--- src/rtl/fft_pkg.sv ---
// Shared defaults, address types and controller state encoding for the FFT
// stage sequencer.
package fft_pkg;

    localparam int DEF_N      = 64;
    localparam int DEF_LOGN   = $clog2(DEF_N);
    localparam int DEF_BF_LAT = 3;

    typedef logic [DEF_LOGN-1:0] addr_t;
    typedef logic [DEF_LOGN-2:0] tw_addr_t;

    typedef enum logic [1:0] {
        IDLE  = 2'd0,
        ISSUE = 2'd1,
        DRAIN = 2'd2,
        DONE  = 2'd3
    } state_e;

endpackage

--- src/rtl/fft_addr_fifo.sv ---
// Small circular FIFO carrying (u,b) write-back address pairs from read
// issue to butterfly result.
module fft_addr_fifo
    import fft_pkg::*;
#(
    parameter int W     = 2 * DEF_LOGN,
    parameter int DEPTH = DEF_BF_LAT + 2
) (
    input  logic         clk,
    input  logic         rst_n,
    input  logic         i_push,
    input  logic [W-1:0] i_din,
    input  logic         i_pop,
    output logic [W-1:0] o_dout,
    output logic         o_empty,
    output logic         o_full
);

    localparam int PW = (DEPTH > 1) ? $clog2(DEPTH) : 1;
    localparam int CNTW = $clog2(DEPTH + 1);
    localparam logic [PW-1:0] P_LAST = PW'(DEPTH - 1);

    logic [W-1:0]    r_mem [DEPTH];
    logic [PW-1:0]   r_wp;
    logic [PW-1:0]   r_rp;
    logic [CNTW-1:0] r_cnt;
    logic            w_push;
    logic            w_pop;

    assign o_empty = (r_cnt == '0);
    assign o_full  = (r_cnt == CNTW'(DEPTH));
    assign w_pop   = i_pop && !o_empty;
    assign w_push  = i_push && (!o_full || w_pop);
    assign o_dout  = r_mem[r_rp];

    always_ff @(posedge clk) begin
        if (w_push) begin
            r_mem[r_wp] <= i_din;
        end
    end

    always_ff @(posedge clk or negedge rst_n) begin
        if (!rst_n) begin
            r_wp  <= '0;
            r_rp  <= '0;
            r_cnt <= '0;
        end else begin
            if (w_push) begin
                r_wp <= (r_wp == P_LAST) ? '0 : r_wp + 1'b1;
            end
            if (w_pop) begin
                r_rp <= (r_rp == P_LAST) ? '0 : r_rp + 1'b1;
            end
            r_cnt <= r_cnt + CNTW'(w_push) - CNTW'(w_pop);
        end
    end

    a_no_overflow: assert property (@(posedge clk) disable iff (!rst_n)
        !(i_push && o_full && !i_pop));
    a_no_underflow: assert property (@(posedge clk) disable iff (!rst_n)
        !(i_pop && o_empty));
    a_empty_full: assert property (@(posedge clk) disable iff (!rst_n)
        !(o_empty && o_full));

endmodule

--- src/rtl/fft_stage_ctrl.sv ---
// Stage/butterfly sequencer for an in-place radix-2 DIT FFT.
// Optional FFT_STAGE_CTRL_CYCCNT_EN adds a cycle_count output.
module fft_stage_ctrl
    import fft_pkg::*;
#(
    parameter int N      = DEF_N,
    parameter int LOGN   = $clog2(N),
    parameter int BF_LAT = DEF_BF_LAT
) (
    input  logic            clk,
    input  logic            rst_n,
    input  logic            start,
    output logic            busy,
    output logic            done,
    output logic            err,
    output logic            mem_rd_en,
    output logic [LOGN-1:0] mem_rd_addr_u,
    output logic [LOGN-1:0] mem_rd_addr_b,
    output logic [LOGN-2:0] tw_addr,
    output logic            bf_en,
    input  logic            bf_valid,
    output logic            mem_wr_en,
    output logic [LOGN-1:0] mem_wr_addr_u,
    output logic [LOGN-1:0] mem_wr_addr_b
`ifdef FFT_STAGE_CTRL_CYCCNT_EN
    ,
    output logic [31:0]     cycle_count
`endif
);

    localparam int CW = $clog2(BF_LAT + 3);
    localparam int AW = 2 * LOGN;
    localparam logic [LOGN-2:0] J_LAST = (LOGN-1)'(N / 2 - 1);
    localparam logic [LOGN-1:0] S_LAST = LOGN'(LOGN - 1);

    state_e          r_state;
    logic [LOGN-1:0] r_s;
    logic [LOGN-2:0] r_j;
    logic [CW-1:0]   r_cnt;
    logic            r_bf_en;
    logic            r_err;

    logic            w_rd_en;
    logic            w_start_ok;
    logic            w_dec;
    logic [LOGN-1:0] w_half;
    logic [LOGN-1:0] w_mask;
    logic [LOGN-1:0] w_jx;
    logic [LOGN-1:0] w_s1;
    logic [LOGN-1:0] w_sh;
    logic [LOGN-1:0] w_u;
    logic [LOGN-1:0] w_b;
    logic [LOGN-2:0] w_tw;
    logic [AW-1:0]   w_head;
    logic            w_empty;
    logic            w_full;

    assign w_rd_en    = (r_state == ISSUE);
    assign w_start_ok = (r_state == IDLE) && start;
    // A valid with nothing outstanding is spurious: flag it, keep the FIFO.
    assign w_dec      = bf_valid && (r_cnt != '0);

    assign w_half = LOGN'(1) << r_s;
    assign w_mask = w_half - 1'b1;
    assign w_jx   = {1'b0, r_j};
    assign w_s1   = r_s + 1'b1;
    assign w_sh   = S_LAST - r_s;
    assign w_u    = ((w_jx >> r_s) << w_s1) | (w_jx & w_mask);
    assign w_b    = w_u + w_half;
    assign w_tw   = (r_j & w_mask[LOGN-2:0]) << w_sh;

    fft_addr_fifo #(
        .W     (AW),
        .DEPTH (BF_LAT + 2)
    ) u_fifo (
        .clk     (clk),
        .rst_n   (rst_n),
        .i_push  (w_rd_en),
        .i_din   ({w_u, w_b}),
        .i_pop   (w_dec),
        .o_dout  (w_head),
        .o_empty (w_empty),
        .o_full  (w_full)
    );

    assign busy          = (r_state != IDLE);
    assign done          = (r_state == DONE);
    assign err           = r_err;
    assign mem_rd_en     = w_rd_en;
    assign mem_rd_addr_u = w_rd_en ? w_u : '0;
    assign mem_rd_addr_b = w_rd_en ? w_b : '0;
    assign tw_addr       = w_rd_en ? w_tw : '0;
    assign bf_en         = r_bf_en;
    assign mem_wr_en     = bf_valid;
    assign mem_wr_addr_u = w_dec ? w_head[AW-1:LOGN] : '0;
    assign mem_wr_addr_b = w_dec ? w_head[LOGN-1:0] : '0;

    always_ff @(posedge clk or negedge rst_n) begin
        if (!rst_n) begin
            r_cnt   <= '0;
            r_bf_en <= 1'b0;
            r_err   <= 1'b0;
        end else begin
            r_cnt   <= r_cnt + CW'(w_rd_en) - CW'(w_dec);
            r_bf_en <= w_rd_en;
            if (w_start_ok) begin
                r_err <= 1'b0;
            end
            if (bf_valid && (r_cnt == '0)) begin
                r_err <= 1'b1;
            end
        end
    end

    always_ff @(posedge clk or negedge rst_n) begin
        if (!rst_n) begin
            r_state <= IDLE;
            r_s     <= '0;
            r_j     <= '0;
        end else begin
            unique case (1'b1)
                (r_state == IDLE): begin
                    if (start) begin
                        r_state <= ISSUE;
                        r_s     <= '0;
                        r_j     <= '0;
                    end
                end
                (r_state == ISSUE): begin
                    if (r_j == J_LAST) begin
                        r_state <= DRAIN;
                    end else begin
                        r_j <= r_j + 1'b1;
                    end
                end
                // Next stage only after every result of this one is written.
                (r_state == DRAIN): begin
                    if (r_cnt == '0) begin
                        if (r_s == S_LAST) begin
                            r_state <= DONE;
                        end else begin
                            r_state <= ISSUE;
                            r_s     <= r_s + 1'b1;
                            r_j     <= '0;
                        end
                    end
                end
                (r_state == DONE): begin
                    r_state <= IDLE;
                end
                default: begin
                    r_state <= IDLE;
                end
            endcase
        end
    end

`ifdef FFT_STAGE_CTRL_CYCCNT_EN
    logic [31:0] r_cyc;

    always_ff @(posedge clk or negedge rst_n) begin
        if (!rst_n) begin
            r_cyc <= '0;
        end else if (w_start_ok) begin
            r_cyc <= '0;
        end else if (busy) begin
            r_cyc <= r_cyc + 1'b1;
        end
    end

    assign cycle_count = r_cyc;
`endif

endmodule

--- config.mk ---
export PLATFORM = sky130hd
export DESIGN_NAME = fft_stage_ctrl
export DESIGN_NICKNAME = d
export VERILOG_FILES = /design/src/rtl/fft_pkg.sv /design/src/rtl/fft_addr_fifo.sv /design/src/rtl/fft_stage_ctrl.sv
export SDC_FILE = /design/constraint.sdc
export NUM_CORES = 1
export LEC_CHECK = 0
export CELL_PAD_IN_SITES_DETAIL_PLACEMENT = 1
export CELL_PAD_IN_SITES_GLOBAL_PLACEMENT = 1
export CORE_MARGIN = 2
export CORE_UTILIZATION = 43
export CTS_CLUSTER_DIAMETER = 120
export DETAILED_ROUTE_END_ITERATION = 12
export GPL_TIMING_DRIVEN = 0
export MAX_ROUTING_LAYER = met4
export PLACE_DENSITY_LB_ADDON = 0.08
export REMOVE_ABC_BUFFERS = 1
export SLEW_MARGIN = 40
export SYNTH_ARGS = -nofsm -noshare
export SYNTH_HDL_FRONTEND = slang
export SYNTH_SLANG_ARGS = --single-unit
--- constraint.sdc ---
create_clock -name clk -period 3.6 [get_ports clk]
set_input_delay 0.72 -clock clk [delete_from_list [all_inputs] [get_ports clk]]
set_output_delay 0.72 -clock clk [all_outputs]
set_load 0.05 [all_outputs]
==> flow_metrics.py <==
metrics = {
    "power": {
        "pwr-share-comb_pct": 53.6,
        "p_leak_nw": 2.54,
        "switching_power_mw": 2.41,
        "p_int_mw": 3.12,
        "seq_power_share_pct": 34.7,
        "power_mw": 5.53,
        "ir_drop_uv": 447,
        "power_density_nw_per_um2": 867,
        "p_clk_share_pct": 11.7,
        "switching_share_pct": 43.6,
    },
    "clock_tree": {
        "cts_sinks": 87,
        "cts_tree": "built",
        "cts_buffers": 9,
        "ctsLongestPathBuffers": 2,
        "htree_levels": 3,
        "cts_root_buf": "clkbuf_8",
        "clkTransAtPathRegs_ns": 0.10,
        "clk_latency_ns": 0.39,
        "hold_buffers": 0,
    },
    "critical_path": {
        "cp-start-kind": "flop",
        "crit_slowest_cell": "dfrtp_4",
        "critPathMaxStageDelay_ns": 0.55,
        "crit_fanout": 6,
        "required_ns": 2.88,
        "path_cells": "buf_6 > ha_4 > xor2_4 > nor3_2 > nand3_1 > nand2_2 > ha_4 > a21oi_4 > o21bai_2 > a21oi_2 > xor2_2 > and2_4 > buf_8",
        "worst_path_most_repeated_cell": "ha_4",
        "crit_family": "simple AND/OR/NAND/NOR gates",
        "crit_arrival_ns": 3.47,
        "critPathKind": "reg -> out",
        "endpoint_kind": "output port",
        "path_buf_inv": 2,
    },
    "logic_synthesis": {
        "ys.flop_type": "edfxtp_1",
        "synth_edf_count": 60,
        "ys_ff_latch": 87,
        "synth_cell_types": 64,
        "netlist_area_sq_um": 4760,
        "synth_common_cells": "60 x edfxtp_1, 33 x nor2_1, 31 x nand2_1, 27 x dfrtp_1, 25 x inv_1",
        "syn_inst": 405,
        "yosysWarnings": 0,
        "ys_seq_area_share_pct": 52.1,
        "ys_async_sr_fraction_pct": 31.0,
        "synth.top_cell.area_share_pct": 37.9,
        "yosys-top-cells-area": "edfxtp_1 38%, dfrtp_1 14%, mux4_2 5.7%, ha_1 5.3%, mux2i_1 2.9%",
        "yosysMostFrequentCell": "edfxtp_1",
        "syn_area_per_cell_sq_um": 11.8,
        "synth_top_cell_by_area": "edfxtp_1",
    },
    "timing": {
        "relSlewSlack_pct": 49.8,
        "final.period_utilization_pct": 116,
        "worst-slew-pin-transition_ns": 0.752,
        "final_max_slew_viol_count": 0,
        "setup-violations-final": 5,
        "fin_ws_ns": -0.592,
        "fmax_mhz": 239,
        "rsz0062_at_grt": "yes",
        "fin_crit_ns": 4.19,
        "fin_skew_ns": 0.0228,
        "hold_viol": 0,
    },
    "job": {
        "drv_cap": 0,
    },
    "floorplanning": {
        "dieArea_sq_um": 11900,
        "die_x_microns": 109,
        "core_sq_um": 10800,
        "initial_core_util_pct": 43.9,
        "die-height_microns": 109,
        "rows": 38,
        "io_pins": 39,
    },
    "placed_design": {
        "globalplace.congestion": 0.809,
        "dp_hpwl_microns": 8070,
        "portBuffers": 38,
    },
    "global_routing": {
        "first_global_vias": 3786,
        "grt_overflow": 0,
        "grt_max_degree": 28,
        "grt_pass1_wl_microns": 21000,
        "antenna_found_initial": 0,
        "grtUsageTotal_pct": 25.1,
    },
    "routing": {
        "drtAntennaViolNets": 0,
        "routed_via_density": 5.48,
        "via_count": 3540,
        "routedWlPerCell_microns": 21.4,
        "drcViolationCount": 0,
        "drtIter0Drc": 117,
        "routed_wl_microns": 13800,
        "first_pass_iters": 4,
    },
    "status": {
        "status": "complete, but fails checks",
        "violations": "setup timing",
    },
    "finish": {
        "fin_nets": 528,
        "drive_above_1_share_pct": 38.1,
        "fin_util_pct": 58.9,
        "area_growth_pct": 34.0,
        "antenna_cells": 0,
    },
    "worst_hold_path": {
        "hp-class": "in -> async",
    },
}
-- path summary, 6_finish.rpt --
check | from | to | slack [ns] | cells after the start
min reg2reg | err$_DFFE_PN0P_ | err$_DFFE_PN0P_ | 0.53 | 1
min in group clk | err$_DFFE_PN0P_ | err$_DFFE_PN0P_ | 0.53 | 1
min | rst_n | r_s[1]$_DFFE_PN0P_ | 0.35 | 1
max | r_s[1]$_DFFE_PN0P_ | mem_rd_addr_b[5] | -0.59 | 13
max in group asynchronous | rst_n | r_s[0]$_DFFE_PN0P_ | 2.76 | 1
max reg2reg | r_s[5]$_DFFE_PN0P_ | u_fifo.r_mem[2][4]$_DFFE_PP_ | 0.47 | 16
-- layout make-up --
class / instances / area, sq um
flip-flops and latches: 87 / 2490
well taps: 140 / 175
clock inverters: 5 / 32.5
multi-input cells: 267 / 2490
clock buffers: 11 / 141
fillers: 1110 / 4460
repair buffers: 109 / 945
inverters: 27 / 105
-- cell families (layout without fill, tap and decap cells) --
group                    after synthesis  after routing  synth area share [%]
AND/OR/NAND/NOR                      128            128                  14.3
flip-flops                            87             87                  52.1
AO/OA/AOI/OAI                         72             72                  10.4
buffers and inverters                 51            152                  4.73
multiplexers                          28             28                  9.10
adder cells (fa/ha/maj)               23             23                  6.52
XOR/XNOR                              16             16                  2.94
-- cells in the final DEF, fill, tap and decap left out, types with 4 or more instances in the layout --
cell type / synthesis / routed
buf_8: 0 / 4
ha_1: 20 / 13
inv_1: 25 / 21
dfrtp_1: 27 / 19
o21ai_0: 11 / 11
xor2_1: 7 / 5
xnor2_1: 9 / 6
or3_1: 4 / 4
a22o_1: 5 / 4
buf_2: 9 / 11
nand3_1: 9 / 6
nand2_1: 31 / 27
mux4_2: 12 / 12
a21oi_2: 1 / 6
edfxtp_1: 60 / 60
inv_2: 2 / 5
o21ai_1: 7 / 7
clkbuf_8: 0 / 10
nor2_1: 33 / 29
dfrtp_2: 0 / 6
buf_4: 2 / 52
nand4_1: 4 / 4
a21oi_1: 19 / 12
and2_4: 0 / 4
ha_4: 0 / 7
mux2i_1: 14 / 13
clkdlybuf4s50_1: 0 / 20
buf_6: 2 / 11
nand2b_1: 9 / 8
a21o_1: 4 / 4
and2_1: 10 / 6
-- repair_timing --
item,CTS,global route
gates resized for setup,139,33
setup buffers,48,14
endpoints found under the setup margin,42,16
pin swaps,28,8
-- per-stage QoR --
step	instances	setup slack (ns)	hold WS [ns]	instance area, sq um	setup TNS, ns
3_3_place_gp	559	-2.08	0.488	5190	-70.86
5_1_grt	646	-0.677	0.398	6380	-2.56
3_5_place_dp	568	-2.16	0.500	5260	-28.18
2_1_floorplan	381	-1.51	0.424	4640	-4.43
6_report	646	-0.592	0.352	6380	-2.06
4_1_cts	632	-0.402	0.372	6190	-1.29
-- flip-flops by register name (all words and copies together) (netlist names) --
register	flops
u_fifo.r_mem	60
bf_en	1
u_fifo.r_rp	3
err	1
r_s	6
r_j	5
u_fifo.r_cnt	3
r_state	2
u_fifo.r_wp	3
r_cnt	3
-- power groups by stage --
stage / logic [mW] / registers [mW] / clock network [mW]
global placement: 2.33 / 1.91 / 0
detailed placement: 2.46 / 1.94 / 0
floorplan: 1.68 / 1.85 / 0
CTS: 2.84 / 1.92 / 0.647
finish: 2.96 / 1.92 / 0.649
global route: 3.17 / 1.97 / 0.695
-- worst reg2reg max path: stages, from the launching register on --
cell and delay, ns:
dfrtp_2 0.45, nor4_4 0.30, buf_6 0.18, buf_6 0.13, nand3_2 0.09, a31oi_4 0.22, buf_6 0.12, a22o_4 0.14
ha_4 0.15, inv_2 0.04, fa_2 0.37, inv_1 0.07, a21o_1 0.14, a21oi_2 0.07, xnor2_2 0.15, buf_4 0.14
buf_4 0.14
-- routing by layer --
metal  up-vias  GRT usage (%)  wire length, microns
met5         -              -                     0
met4         0           10.9                   337
met3        19           4.48                   395
met2        58           44.2                  7640
met1      1801           27.8                  5450
li1       1662              -                     -
(Power assumes the default switching activity.)
